[config.mk]
export PLATFORM = sky130hd
export DESIGN_NAME = draw_frame_sequencer
export DESIGN_NICKNAME = d
export VERILOG_FILES = /design/src/rtl/draw_pkg.sv /design/src/rtl/obj_slot_scanner.sv /design/src/rtl/draw_frame_sequencer.sv
export SDC_FILE = /design/constraint.sdc
export NUM_CORES = 1
export LEC_CHECK = 0
export ABC_CLOCK_PERIOD_IN_PS = 3000
export CAP_MARGIN = 20
export CORE_MARGIN = 2
export CORE_UTILIZATION = 52
export DETAILED_ROUTE_END_ITERATION = 16
export GPL_TIMING_DRIVEN = 1
export HOLD_SLACK_MARGIN = 0.03
export PLACE_DENSITY = 0.89
export SYNTH_ARGS = -nofsm -noshare
export SYNTH_HDL_FRONTEND = slang
export SYNTH_HIERARCHICAL = 1
export SYNTH_SLANG_ARGS = --single-unit
[constraint.sdc]
create_clock -name clk -period 3 [get_ports clk]
set_clock_uncertainty 0.1 [all_clocks]
set_input_delay 0.3 -clock clk [delete_from_list [all_inputs] [get_ports clk]]
set_output_delay 0.3 -clock clk [all_outputs]
set_load 0.005 [all_outputs]
[src/rtl/draw_pkg.sv]
// Shared types and constants for the frame draw sequencer.
package draw_pkg;

    // Sequencer phases
    typedef enum logic [3:0] {
        ST_IDLE,
        ST_BG_WAIT,
        ST_GOLD_SCAN,
        ST_GOLD_START,
        ST_GOLD_WAIT,
        ST_STONE_SCAN,
        ST_STONE_START,
        ST_STONE_WAIT,
        ST_FRAME_DONE
    } seq_state_e;

    // Source select codes for the shared VGA write mux
    localparam logic [1:0] VGA_SRC_NONE  = 2'd0;
    localparam logic [1:0] VGA_SRC_BG    = 2'd1;
    localparam logic [1:0] VGA_SRC_GOLD  = 2'd2;
    localparam logic [1:0] VGA_SRC_STONE = 2'd3;

endpackage

[src/rtl/obj_slot_scanner.sv]
// Per-class slot walker: holds the frame's present-mask snapshot and the
// slot index, and reports whether the current slot is occupied or the
// walk has run past the last slot.
module obj_slot_scanner #(
    parameter int NUM   = 4,
    parameter int IDX_W = 3
) (
    input  logic             clk,
    input  logic             reset,
    input  logic             load_i,     // frame accepted: snapshot mask, index to 0
    input  logic [NUM-1:0]   present_i,
    input  logic             clr_i,      // start of this class's phase
    input  logic             inc_i,      // advance to next slot
    output logic [IDX_W-1:0] idx_o,
    output logic             end_o,      // index == NUM, walk finished
    output logic             hit_o       // current slot present in snapshot
);

    // One extra bit so NUM == 2**IDX_W is reachable without wrapping.
    logic [IDX_W:0]   idx_q, idx_d;
    logic [NUM-1:0]   mask_q, mask_d;

    // Next-state for snapshot and index
    always_comb begin
        mask_d = mask_q;
        idx_d  = idx_q;
        if (load_i) begin
            mask_d = present_i;
        end
        if (load_i || clr_i) begin
            idx_d = '0;
        end else if (inc_i) begin
            idx_d = idx_q + 1'b1;
        end
    end

    // Snapshot and index registers
    always_ff @(posedge clk) begin
        if (reset) begin
            mask_q <= '0;
            idx_q  <= '0;
        end else begin
            mask_q <= mask_d;
            idx_q  <= idx_d;
        end
    end

    // Slot lookup; out-of-range indices read as absent
    always_comb begin
        hit_o = 1'b0;
        for (int i = 0; i < NUM; i++) begin
            if (idx_q == (IDX_W+1)'(i)) hit_o = mask_q[i];
        end
    end

    assign end_o = (idx_q == (IDX_W+1)'(NUM));
    assign idx_o = idx_q[IDX_W-1:0];

endmodule

[src/rtl/draw_frame_sequencer.sv]
// Frame sequencer: background, then each present gold slot, then each
// present stone slot, then a frame-done pulse.
module draw_frame_sequencer
    import draw_pkg::*;
#(
    parameter int NUM_GOLD  = 4,
    parameter int NUM_STONE = 3,
    parameter int IDX_W     = 3
) (
    input  logic                 clk,
    input  logic                 reset,
    input  logic                 frame_start,
    input  logic [NUM_GOLD-1:0]  gold_present,
    input  logic [NUM_STONE-1:0] stone_present,
    input  logic                 draw_background_done,
    input  logic                 draw_gold_done,
    input  logic                 draw_stone_done,
    output logic                 enable_draw_background,
    output logic                 enable_draw_gold,
    output logic                 enable_draw_stone,
    output logic [IDX_W-1:0]     object_index,
    output logic [1:0]           vga_src_sel,
    output logic                 frame_busy,
    output logic                 frame_done,
    output logic                 frame_overrun
);

    seq_state_e state_q, state_d;

    logic             load;
    logic             g_clr, g_inc, g_end, g_hit;
    logic             s_clr, s_inc, s_end, s_hit;
    logic [IDX_W-1:0] g_idx, s_idx;

    obj_slot_scanner #(.NUM(NUM_GOLD), .IDX_W(IDX_W)) u_gold (
        .clk       (clk),
        .reset     (reset),
        .load_i    (load),
        .present_i (gold_present),
        .clr_i     (g_clr),
        .inc_i     (g_inc),
        .idx_o     (g_idx),
        .end_o     (g_end),
        .hit_o     (g_hit)
    );

    obj_slot_scanner #(.NUM(NUM_STONE), .IDX_W(IDX_W)) u_stone (
        .clk       (clk),
        .reset     (reset),
        .load_i    (load),
        .present_i (stone_present),
        .clr_i     (s_clr),
        .inc_i     (s_inc),
        .idx_o     (s_idx),
        .end_o     (s_end),
        .hit_o     (s_hit)
    );

    // State register
    always_ff @(posedge clk) begin
        if (reset) state_q <= ST_IDLE;
        else       state_q <= state_d;
    end

    // Phase sequencing, scanner control and outputs
    always_comb begin
        state_d                = state_q;
        load                   = 1'b0;
        g_clr                  = 1'b0;
        g_inc                  = 1'b0;
        s_clr                  = 1'b0;
        s_inc                  = 1'b0;
        enable_draw_background = 1'b0;
        enable_draw_gold       = 1'b0;
        enable_draw_stone      = 1'b0;
        vga_src_sel            = VGA_SRC_NONE;
        frame_done             = 1'b0;
        object_index           = '0;

        case (state_q)
            ST_IDLE: begin
                if (frame_start) begin
                    load    = 1'b1;
                    state_d = ST_BG_WAIT;
                end
            end
            ST_BG_WAIT: begin
                // Level enable: the background FSM re-samples it per pixel.
                enable_draw_background = 1'b1;
                vga_src_sel            = VGA_SRC_BG;
                if (draw_background_done) begin
                    g_clr   = 1'b1;
                    state_d = ST_GOLD_SCAN;
                end
            end
            ST_GOLD_SCAN: begin
                object_index = g_idx;
                if (g_end) begin
                    s_clr   = 1'b1;
                    state_d = ST_STONE_SCAN;
                end else if (g_hit) begin
                    state_d = ST_GOLD_START;
                end else begin
                    g_inc = 1'b1;
                end
            end
            ST_GOLD_START: begin
                // Single-cycle start so the gold FSM does not re-trigger.
                object_index     = g_idx;
                enable_draw_gold = 1'b1;
                vga_src_sel      = VGA_SRC_GOLD;
                state_d          = ST_GOLD_WAIT;
            end
            ST_GOLD_WAIT: begin
                object_index = g_idx;
                vga_src_sel  = VGA_SRC_GOLD;
                if (draw_gold_done) begin
                    g_inc   = 1'b1;
                    state_d = ST_GOLD_SCAN;
                end
            end
            ST_STONE_SCAN: begin
                object_index = s_idx;
                if (s_end) begin
                    state_d = ST_FRAME_DONE;
                end else if (s_hit) begin
                    state_d = ST_STONE_START;
                end else begin
                    s_inc = 1'b1;
                end
            end
            ST_STONE_START: begin
                object_index      = s_idx;
                enable_draw_stone = 1'b1;
                vga_src_sel       = VGA_SRC_STONE;
                state_d           = ST_STONE_WAIT;
            end
            ST_STONE_WAIT: begin
                object_index = s_idx;
                vga_src_sel  = VGA_SRC_STONE;
                if (draw_stone_done) begin
                    s_inc   = 1'b1;
                    state_d = ST_STONE_SCAN;
                end
            end
            ST_FRAME_DONE: begin
                object_index = s_idx;
                frame_done   = 1'b1;
                state_d      = ST_IDLE;
            end
            default: state_d = ST_IDLE;
        endcase

        // Reset wins over everything, including the combinational outputs.
        if (reset) begin
            enable_draw_background = 1'b0;
            enable_draw_gold       = 1'b0;
            enable_draw_stone      = 1'b0;
            vga_src_sel            = VGA_SRC_NONE;
            frame_done             = 1'b0;
            object_index           = '0;
        end
    end

    assign frame_busy    = (state_q != ST_IDLE) && !reset;
    // A frame tick while busy is dropped, never queued.
    assign frame_overrun = frame_start && (state_q != ST_IDLE) && !reset;

endmodule

# Word level (Yosys, flattened, before mapping)
# Cells that the tools add are included.
# totals
inputBits	13
wordCells	87
regBits	19
out_inout_bits	11
# classes
n_eq_ne	21
n_reduce_logical	17
n_addsub	2
mux	42
# ops
op	count
two-way mux 4 bit	8
case mux 4 bit (8 select lines)	1
two-way mux 1 bit	27
equality test 4 x 2 -> 1 bit (second input constant)	6
equality test 4 x 3 -> 1 bit (second input constant)	5
equality test 4 x 1 -> 1 bit (second input constant)	3
zero test 4 bit	3
adder 4 x 1 -> 4 bit (second input constant)	2
inequality test 2 bit (second input constant)	4
OR reduction 2 bit	4
inequality test 3 bit (second input constant)	2
case mux 2 bit (3 select lines)	1
case mux 3 bit (2 select lines)	1
AND reduction 6 bit	1
equality test 4 bit (second input constant)	1
case mux 1 bit (2 select lines)	2
nonzero test 4 bit	1
OR reduction 4 bit	1
logical AND 1 bit	3
two-way mux 3 bit	1
OR reduction 3 bit	1
logical OR 1 bit	2
two-way mux 2 bit	1
zero test 1 bit	1

# Longest topological paths before layout
# logic_depth
word_depth	8
mapped_depth	9

# By module
# The synthesis kept the hierarchy.
# by_module_without_submodules
module	n_inst	cells_per_inst	area_each_um2
draw_frame_sequencer	1	80	568.0
obj_slot_scanner (u_gold)	1	47	427.9
obj_slot_scanner (u_stone)	1	40	405.4

# Worst setup path after synthesis
# OpenSTA, ideal clock, no wires.
# synth_path
path_type	register to register
start	register u_gold.idx_q[0]
end	register u_gold.idx_q[3]
arrival_ns	2.009
synth_period_minus_slack_ns	2.223
slack_ns	0.777
n_path_buf	0
setup_ns	0.114
stages_incl_launch_ff	10
required_time_ns	2.786
cell_sequence	dfxtp_1 inv_1 ha_1 a211oi_1 o21ai_0 and3_1 o31ai_1 nand4_1 xor2_1 nor2_1
# synth_via
elab_chain_len	8
elab_cells_between_ends	13
# synth_rtl
item	line_no	source
start, declared	obj_slot_scanner.sv:20	logic [IDX_W:0] idx_q, idx_d;
start signal, assigned	obj_slot_scanner.sv:44	idx_q <= idx_d;
zero test 4 bit	obj_slot_scanner.sv:52	if (idx_q == (IDX_W+1)'(i)) hit_o = mask_q[i];
two-way mux 1 bit (3 in series)	obj_slot_scanner.sv:52	
two-way mux 1 bit *	obj_slot_scanner.sv:52	
named net g_hit	draw_frame_sequencer.sv:31	logic g_clr, g_inc, g_end, g_hit;
two-way mux 1 bit *	draw_frame_sequencer.sv:101	end else if (g_hit) begin
two-way mux 1 bit *	draw_frame_sequencer.sv:98	if (g_end) begin
case mux 1 bit (2 select lines) *	draw_frame_sequencer.sv:80	case (state_q)
named net g_inc	draw_frame_sequencer.sv:31	
# The timed path passes the listed nets; every way through them passes the cells marked *.
# A chain may end at the register's enable or synchronous reset.

# Worst setup path after layout
# layout_path
start	register state_q[1]
end	output port object_index[1]
# layout_via
elab_chain_len	4
elab_cells_between_ends	11
# layout_rtl
item	line_no	source
start, declared	draw_frame_sequencer.sv:28	seq_state_e state_q, state_d;
start signal, assigned	draw_frame_sequencer.sv:62	else state_q <= state_d;
equality test 4 x 3 -> 1 bit, or another cell as far along	draw_frame_sequencer.sv:80	
OR reduction 4 bit (no line) / OR reduction 3 bit (equally long branches)	n/a	
case mux 3 bit (2 select lines) *	draw_frame_sequencer.sv:80	
two-way mux 3 bit *	draw_frame_sequencer.sv:155	if (reset) begin
end, declared	draw_frame_sequencer.sv:21	output logic [IDX_W-1:0] object_index,
# Every way passes the cells marked *; elsewhere a longest branch is shown, timed or not.

==> impl_metrics.csv <==
group,metric,value,unit
yosys,async_reset_ff_share,0,%
worst_hold_path,hold_path_class,"reg -> reg",
floorplan,fp.dieH,55.9,microns
yosys,synth.ff_latch_count,19,
routing,viasPerCell,6.38,
yosys,yosysUniqueCellTypes,48,
critical_path,worstSetupEndpointType,"output port",
cts,cts.sinks,19,
final_layout,drive_above_1_share,10.4,%
sta,worstMarginPinSlew,0.597,ns
floorplan,core_area,0.00252,sq mm
routing,wl_per_cell,16.5,microns
routing,via_count,1352,
cts,h-tree-depth,1,
flow_run,cap_viol_max_count,0,
place,io_buffers,23,
final_layout,diodes,0,
floorplan,row_count,18,
yosys,yosysWarnings,6,
cts,cts_buffers,3,
final_layout,finalNetCount,204,
critical_path,cp-start-kind,"flop",
routing,drt_pass1_iterations,4,
global_route,grt_usage,23.0,%
pwr,seq_power_share,36.9,%
critical_path,cp_slowest_stage_delay,0.76,ns
cts,cts.clk_slew.worst_paths,0.11,ns
sta,fin_ws,0.182,ns
routing,drt-initial-drc-count,60,
sta,post-route-min-period,2.82,ns
sta,slew_viol_final,0,
sta,rsz0062_at_grt,"no",
critical_path,worst-path-buf-inv,1,
pwr,p_per_area,579,mW/mm^2
sta,tns,0,ns
place,hpwlAfterDp,2.67,mm
yosys,synth_area,0.00140,sq mm
pwr,pwr-share-clk,14.9,%
yosys,postSynthCellCount,167,
final_layout,finalNonFillerCells,212,
final_layout,layout_commonest_cell,"nor2_1",
global_route,first_global_vias,1302,
place,place_inst,208,
sta,fmax,355,MHz
floorplan,die_w,55.9,microns
critical_path,path_max_fanout,19,
sta,setup_violations,0,
critical_path,critical_path_required,2.60,ns
floorplan,die-area,0.00313,sq mm
pwr,total_power,932,uW
pwr,switching_share,40.1,%
cts,cts_tree,"done",
yosys,synth_enable_flop_cells,0,
yosys,synthesis.nets,188,
critical_path,cp_slowest_cell,"or4b_2",
critical_path,crit_type,"reg -> out",
yosys,synth_ff_type,"dfxtp_1",
routing,drt-total-wl,3.51,mm
pwr,peakVddDrop,464,uV
pwr,p_comb_share,48.2,%
place,dpl_worst_slack,0.462,ns
critical_path,worst_ep_arrival_time,2.42,ns
critical_path,crit_family,"simple AND/OR/NAND/NOR gates",
pwr,p_int,559,uW
global_route,grt-ovfl-total,0,
cts,postCtsHoldBufs,0,
sta,hold_viol_final,0,
floorplan,start_util,55.6,%
global_route,grt_pass1_wl,5.77,mm
sta,period_share,93.9,%
sta,max_slew_margin,59.9,%
global_route,grt_max_degree,20,
routing,final_antenna_net_count,0,
place,gp_congestion,0.855,
outcome,status,"finished, final reports clean",
final_layout,areaGrowthSynthToFinish,14.8,%
cts,insertion_delay,0.31,ns
pwr,power_leakage,0.602,nW
cts,clock_path_buffers,2,
yosys,avgSynthCellArea,8.39,sq um
cts,cts-root-buf,"clkbuf_4",
final_layout,mostFrequentLayoutCells,"27 x nor2_1, 23 x clkdlybuf4s50_1, 18 x dfxtp_1, 10 x mux2i_1",
critical_path,path_cells,"or4b_2, o21ai_2, a22oi_1, nor2_1, clkdlybuf4s50_1",
floorplan,io-pin-count,24,
routing,drc,0,
global_route,grt_antenna_before_repair,0,
pwr,switchingPower,373,uW
yosys,yosysSeqAreaShare,27.1,%
## path summary, 6_finish.rpt
| path | startpoint | end | slack [ns] | cells after the start |
|---|---|---|---|---|
| worst max-delay path | state_q[1] | object_index[1] | 0.18 | 5 |
| worst min-delay path | u_stone/mask_q[0] | u_stone/mask_q[0] | 0.41 | 2 |
| worst max register to register | u_gold/idx_q[0] | u_gold/idx_q[3] | 0.45 | 9 |
| worst min register to register | u_stone/mask_q[0] | u_stone/mask_q[0] | 0.41 | 2 |
## power by group through the flow
| stage | clock [mW] | sequential, mW | combinational, mW |
|---|---|---|---|
| finish | 0.139 | 0.344 | 0.449 |
| global route | 0.152 | 0.352 | 0.482 |
| CTS | 0.140 | 0.341 | 0.443 |
| detailed placement | 0 | 0.347 | 0.440 |
| global placement | 0 | 0.342 | 0.418 |
| floorplan | 0 | 0.310 | 0.396 |
## worst min-delay path, delay by kind of cell, from the launching register on
| kind | cells | cell delay [ns] |
|---|---|---|
| DFF | 1 | 0.35 |
| and+or+nand+nor | 1 | 0.07 |
| muxes | 1 | 0.06 |
## per-layer routing
metal,share of wire [%],global-route usage (%),up-vias
li1,-,-,617
met1,39,26.9,640
met2,49,38.3,78
met3,7.6,6.51,17
met4,3.9,11.9,0
met5,0,0,-
## cells by family after synthesis
group | share of synthesized area [%]
AOI/OAI and AO/OA | 16.6
adders and majority gates | 7.14
DFF | 27.1
muxes | 8.75
and+or+nand+nor | 28.7
buffers and inverters | 9.20
xor gates and xnor gates | 2.50
## registers in the layout, summed over array words and instances, names as in the netlist
name	count
state_q	4
u_gold/mask_q	4
u_gold/idx_q	4
u_stone/idx_q	4
u_stone/mask_q	3
## per-stage QoR
step           instance area, sq um  util (%)  hold slack, ns
5_1_grt                        1610      63.8           0.444
3_5_place_dp                   1580      62.7           0.388
4_1_cts                        1610      63.7           0.416
2_1_floorplan                  1400         -           0.272
6_report                       1610      63.8           0.408
3_3_place_gp                   1580      62.7           0.383
## synthesized netlist by cell type, types with 4 or more instances
master / instances / area, sq um
nor2_1: 27 / 101
dfxtp_1: 19 / 380
mux2i_1: 10 / 100
a21oi_1: 8 / 40.0
buf_4: 8 / 60.1
ha_1: 8 / 100
nand2_1: 8 / 30.0
inv_1: 5 / 18.8
nor3_1: 5 / 25.0
and3_1: 4 / 25.0
nand4_1: 4 / 25.0
nor2b_1: 4 / 25.0
## final cells by class
type / count / area, sq um
inverter: 5 / 18.8
clock buffer: 4 / 26.3
sequential: 19 / 382
timing repair buffer: 26 / 253
fill: 211 / 913
tap: 30 / 37.5
multi-input combinational: 128 / 892
## repair_timing
| item | in CTS | in global routing |
|---|---|---|
| gates resized for setup | 0 | 1 |
| endpoints found under the hold margin | 0 | 0 |
| setup buffers | 0 | 0 |
| setup endpoints to repair | 0 | 3 |
No activity file was read; power rests on OpenSTA's default activity.
